**config.mk**
```make
export PLATFORM = sky130hd
export DESIGN_NAME = lsm_sequencer
export DESIGN_NICKNAME = d
export VERILOG_FILES = /design/src/rtl/lsm_sequencer_pkg.sv /design/src/rtl/lsm_sequencer_prienc.sv /design/src/rtl/lsm_sequencer.sv
export SDC_FILE = /design/constraint.sdc
export NUM_CORES = 1
export LEC_CHECK = 0
export BUFFER_PORTS_ARGS = -buffer_cell sky130_fd_sc_hd__buf_2
export CAP_MARGIN = 20
export CORE_UTILIZATION = 61
export DETAILED_ROUTE_END_ITERATION = 10
export PLACE_DENSITY = 0.86
export SLEW_MARGIN = 10
export SYNTH_ARGS = -nofsm -noshare
export SYNTH_HDL_FRONTEND = slang
export SYNTH_HIERARCHICAL = 1
export SYNTH_SLANG_ARGS = --single-unit
```
**constraint.sdc**
```tcl
create_clock -name clk_i -period 6.3 [get_ports clk_i]
set_clock_uncertainty 0.2 [all_clocks]
set_input_delay 0.945 -clock clk_i [delete_from_list [all_inputs] [get_ports clk_i]]
set_output_delay 0.945 -clock clk_i [all_outputs]
set_load 0.02 [all_outputs]
```
**src/rtl/lsm_sequencer_pkg.sv**
```systemverilog
// Shared definitions for the LM/SM/LA/SA block-transfer sequencer.
package lsm_sequencer_pkg;

  localparam int LSM_ADDR_W = 16;
  localparam int LSM_NREG   = 8;
  localparam int LSM_IDX_W  = 3;

  typedef enum logic [1:0] {
    LSM_IDLE   = 2'd0,
    LSM_ACCESS = 2'd1,
    LSM_DONE   = 2'd2
  } lsm_state_e;

endpackage

```
**src/rtl/lsm_sequencer_prienc.sv**
```systemverilog
// Lowest-set-bit priority encoder; R0 has the highest priority.
module lsm_sequencer_prienc #(
  parameter int N     = 8,
  parameter int IDX_W = 3
) (
  input  logic [N-1:0]     vec_i,
  output logic             valid_o,
  output logic [IDX_W-1:0] idx_o
);

  always_comb begin
    valid_o = |vec_i;
    idx_o   = '0;
    // Scan downwards so the lowest set bit is the last one written.
    for (int i = N - 1; i >= 0; i--) begin
      if (vec_i[i]) idx_o = IDX_W'(i);
    end
  end

endmodule

```
**src/rtl/lsm_sequencer.sv**
```systemverilog
// Expands LM/SM/LA/SA into one register/memory transfer per cycle, stalling
// the front end until the last transfer has completed.
module lsm_sequencer
  import lsm_sequencer_pkg::*;
#(
  parameter int ADDR_W = LSM_ADDR_W,
  parameter int NREG   = LSM_NREG,
  parameter int IDX_W  = LSM_IDX_W
) (
  input  logic              clk_i,
  input  logic              reset_ni,
  input  logic              start_i,
  input  logic              sig_multiple_i,
  input  logic              sig_all_i,
  input  logic              load_i,
  input  logic [NREG-1:0]   imm8_i,
  input  logic [ADDR_W-1:0] base_addr_i,
  input  logic              stall_in_i,
  output logic              stall_pipe_o,
  output logic [IDX_W-1:0]  reg_addr_o,
  output logic [ADDR_W-1:0] mem_addr_o,
  output logic              mem_read_o,
  output logic              mem_write_o,
  output logic              reg_write_o,
  output logic              done_o
);

  lsm_state_e        state_q;
  logic [NREG-1:0]   mask_q;
  logic [NREG-1:0]   mask_d;
  logic [NREG-1:0]   start_mask;
  logic [ADDR_W-1:0] base_q;
  logic [ADDR_W-1:0] offset_q;
  logic              load_q;
  logic              accept;
  logic              pe_valid;
  logic [IDX_W-1:0]  pe_idx;

  lsm_sequencer_prienc #(.N(NREG), .IDX_W(IDX_W)) u_prienc (
    .vec_i   (mask_q),
    .valid_o (pe_valid),
    .idx_o   (pe_idx)
  );

  assign accept     = (state_q == LSM_IDLE) && start_i && (sig_multiple_i || sig_all_i);
  assign start_mask = sig_all_i ? {NREG{1'b1}} : imm8_i;
  assign mask_d     = mask_q & ~(NREG'(1) << pe_idx);

  always_ff @(posedge clk_i or negedge reset_ni) begin
    if (!reset_ni) begin
      state_q  <= LSM_IDLE;
      mask_q   <= '0;
      base_q   <= '0;
      offset_q <= '0;
      load_q   <= 1'b0;
    end else begin
      case (state_q)
        LSM_IDLE: begin
          if (accept) begin
            mask_q   <= start_mask;
            base_q   <= base_addr_i;
            offset_q <= '0;
            load_q   <= load_i;
            state_q  <= (start_mask != '0) ? LSM_ACCESS : LSM_DONE;
          end
        end
        LSM_ACCESS: begin
          // Offsets advance per completed transfer, independent of list gaps.
          if (!stall_in_i) begin
            mask_q   <= mask_d;
            offset_q <= offset_q + ADDR_W'(1);
            if (mask_d == '0) state_q <= LSM_DONE;
          end
        end
        LSM_DONE: state_q <= LSM_IDLE;
        default:  state_q <= LSM_IDLE;
      endcase
    end
  end

  always_comb begin
    stall_pipe_o = 1'b0;
    reg_addr_o   = '0;
    mem_addr_o   = '0;
    mem_read_o   = 1'b0;
    mem_write_o  = 1'b0;
    reg_write_o  = 1'b0;
    done_o       = 1'b0;
    case (state_q)
      // The accept cycle must already freeze the front end; gate with reset
      // so every output reads 0 while reset is held.
      LSM_IDLE: stall_pipe_o = accept && reset_ni;
      LSM_ACCESS: begin
        stall_pipe_o = 1'b1;
        reg_addr_o   = pe_valid ? pe_idx : '0;
        mem_addr_o   = base_q + offset_q;
        mem_read_o   = load_q;
        mem_write_o  = !load_q;
        reg_write_o  = load_q && !stall_in_i;
      end
      LSM_DONE: done_o = 1'b1;
      default: ;
    endcase
  end

endmodule

```
==> qor.csv <==
stage,metric,value,unit
placed_design,final estimated routing congestion in global placement,0.8421,
clock_network,CTS tree,built,
clock_network,Root Driver,clkbuf_8,
clock_network,H-tree Lvls,2,
synthesis,cell with the most instances after synthesis,dfrtp_1,
placed_design,detailed-placement wirelength estimate,5257,µm
global_route,wire length of the first global-routing pass,11870,µm
clock_network,number of instances resized during post-cts repair,0,
synthesis,sequential share of the synthesized area,35.52,%
clock_network,Bufs on Longest Clock Path,2,
clock_network,"Reg clk slew, reported paths",80,ps
synthesis,total of flip-flops plus latches after synthesis,43,
setup_path,"Max stage delay cell, worst path",a21oi_1,
pwr,highest ir drop seen on vdd,0.2759,mV
global_route,antenna violations before repair,0,
pwr,design internal power,934.4,µW
route,residual antenna-violating net count after detailed routing,0,
route,aggregate routed wire length,7172,µm
setup_path,kind of cell with the highest combined delay on the critical path,compound AO/OA/AOI/OAI gates,
synthesis,Mapped Area,3029,µm²
die,Die Y-Extent,72.47,µm
synthesis,"arithmetic-cell share of the synthesized area counting full adders, half adders and majority gates",7.270,%
global_route,maximum number of pins on one net before global-route repair,45,
sta,count of endpoints failing hold in the final timing report,0,
route,routed length on met3,399,µm
clock_network,number of hold-repair buffers added at the cts stage,0,
synthesis,number of library cell types mapped by synthesis,56,
synthesis,Synth top area share,35.52,%
finish,count of antenna diodes in the layout,0,
sta,"Period Utilization, post-route",62.47,%
finish,layout net count,444,
sta,Slew @ Worst Pin,1004,ps
global_route,Total GRT Usage,29.00,%
die,number of rows created at floorplan,25,
synthesis,dominant synthesized flop cell,dfrtp_1,
route,via total after detailed routing,2756,
die,floorplan die area,5252,µm²
setup_path,Crit Path Max Fanout,5,
clock_network,number of buffers created by CTS,5,
route,top routing layer in use,met4,
route,wire length on met2,3327,µm
route,average vias per placed instance,5.940,
synthesis,mean instance size in the synthesized netlist,8.730,µm²
synthesis,share of synthesized area spent on multiplexers,7.435,%
sta,"Slew Viols, Final",0,
route,DR pass1 iterations,5,
clock_network,buffers inserted during post-CTS setup optimization,0,
global_route,overflow left after global routing,0,
synthesis,main combinational cell family by area after synthesis,simple AND/OR/NAND/NOR gates,
clock_network,Sinks on Clock Net,43,
route,DR iter-0 viols,162,
min_path,source of the worst hold timing path,base_q[2],
setup_path,CP Cell Sequence,ha_1 -> inv_1 -> fa_1 -> nor2b_1 -> o2111ai_1 -> a21oi_1 -> o32ai_1 -> mux2i_1 -> buf_2,
synthesis,"top cells by count, synth","43 x dfrtp_1, 36 x nor2_1, 30 x nand2_1, 29 x o21ai_0, 22 x a21oi_1",
setup_path,count of buffer and inverter cells on the critical path,2,
finish,number of filler cells placed in the layout,378,
flow_run,maximum capacitance violations,0,
sta,RSZ-0062 raised after global routing,no,
pwr,power share of the clock group,10.4,%
placed_design,Port-buffer cells,54,
pwr,fraction of power spent switching nets,49.67,%
sta,Tmin final,3936,ps
setup_path,kind of launch point of the worst setup path,flop,
sta,Slew headroom,32.45,%
pwr,switching power,922.1,µW
die,die width,72.47,µm
route,average wire per standard cell,15.46,µm
synthesis,number of enable-type register cells in the synthesized netlist,0,
min_path,HP Class,flop to flop,
setup_path,worst setup path startpoint,offset_q[0],
global_route,number of global-route vias before repair,2588,
setup_path,startpoint of the lowest-slack register-to-register path,mask_q[4],
route,DRC errors left,0,
die,num ports,55,
setup_path,critical setup path kind,flop to output pin,
pwr,leakage power total,1.608,nW
synthesis,Yosys warning count,6,
synthesis,Synth Area in Compound Gates,19.00,%
clock_network,later-pin clock latency in the skew report,290,ps
sta,achievable clock frequency,0.2541,GHz
sta,tightest hold margin,325.6,ps
synthesis,share of the synthesized netlist area taken by xor and xnor gates,5.783,%
finish,Synth-to-Final Area Change,13.80,%
route,met1 wire length,3358,µm
sta,number of endpoints failing setup at the final stage,0,
synthesis,cells after synthesis,347,
die,starting density of the core,63.71,%
synthesis,cell accounting for the most synthesized area,dfrtp_1,
synthesis,total nets after synthesis,395,
setup_path,CP peak stage delay,440,ps
synthesis,proportion of synthesized flip-flops having asynchronous set or reset,100.0,%
pwr,Reg power frac,26.9,%
die,core area,4755,µm²
pwr,Power Density,538.6,nW/µm²
finish,layout cells sized above 1,22.17,%
setup_path,worst endpoint data arrival time,2790,ps
pwr,power share of the combinational group,62.6,%
sta,Post-Route Setup TNS,0,ps
setup_path,crit path capture type,output pin,
setup_path,data required time at the worst endpoint,5150,ps
synthesis,biggest area contributors in the synthesized netlist,"dfrtp_1 36%, ha_1 6.6%, mux2_2 5.9%",
status,status,"complete, no violations",
synthesis,Post-Synth Simple-Gate Area,21.27,%
## final timing paths
kind,endpoint,slack [ps],cells past startpoint
setup / recovery,mem_addr_o[14],2360,9
hold / removal,base_q[2],330,1
max in group asynchronous,offset_q[15],4980,2
hold reg to reg,base_q[2],330,1
min in group asynchronous,base_q[13],520,2
setup reg to reg,state_q[0],3400,8
## area by class of cell
type                    count  area, µm²  share of cell area (%)
flip-flops and latches     43       1076                   31.22
clock buffers               8      100.1                   2.904
multi-input cells         277       1846                   53.54
inverters                  11      41.29                   1.198
repair buffers             58      300.3                   8.711
well taps                  67      83.83                   2.432
## registers in the layout, indices dropped and copies added (netlist names)
register  cells
load_q        1
base_q       16
state_q       2
mask_q        8
offset_q     16
## power groups by stage
stage	Sequential [mW]	Combinational, mW	Clock, mW
6_report	0.500	1.16	0.194
5_1_grt	0.515	1.27	0.207
4_1_cts	0.498	1.15	0.194
3_5_place_dp	0.502	1.14	0
3_3_place_gp	0.496	1.11	0
2_1_floorplan	0.456	0.872	0
## metrics by stage
stage	cells	total power, mW	util [%]	worst slack (ps)	instance area, µm²
6_report	464	1.856	72.50	2364	3447
5_1_grt	464	1.990	72.50	2265	3447
4_1_cts	464	1.843	72.50	2383	3447
3_5_place_dp	456	1.646	70.39	2723	3347
3_3_place_gp	456	1.603	70.39	2834	3347
2_1_floorplan	347	1.329	-	2927	3029
## logic make-up after synthesis
| family | count (synthesis) |
|---|---|
| buffers and inverters | 27 |
| AOI/OAI and AO/OA | 93 |
| DFF | 43 |
| adders and majority gates | 17 |
| muxes | 20 |
| and+or+nand+nor | 127 |
| xor gates and xnor gates | 20 |
## cell usage in the layout, fill, tap and decap left out, drive strengths merged, types with 2 or more instances in the layout
master    n
a211oi    3
nand4     5
xor2     10
a21o      6
ha       16
o21ai    30
buf      58
nand3     7
a21oi    22
nand2b    6
mux2     17
nor2b     5
o21a      2
dfrtp    43
nor4      5
o22a      2
nor2     36
clkbuf    8
o22ai     4
mux2i     3
o2bb2ai   2
o211ai    3
inv      11
nor4b     2
or2       2
and3      6
and4      2
and2      4
xnor2    10
nand2    30
o41ai     2
nor3     12
a31oi     7
## layer usage
layer | vias to the layer above | GRT usage, %
met3 | 9 | 4.444
met5 | - | 0
met4 | 0 | 7.407
met1 | 1293 | 40.43
li1 | 1354 | -
met2 | 100 | 47.35
No activity file was read; power rests on OpenSTA's default activity.
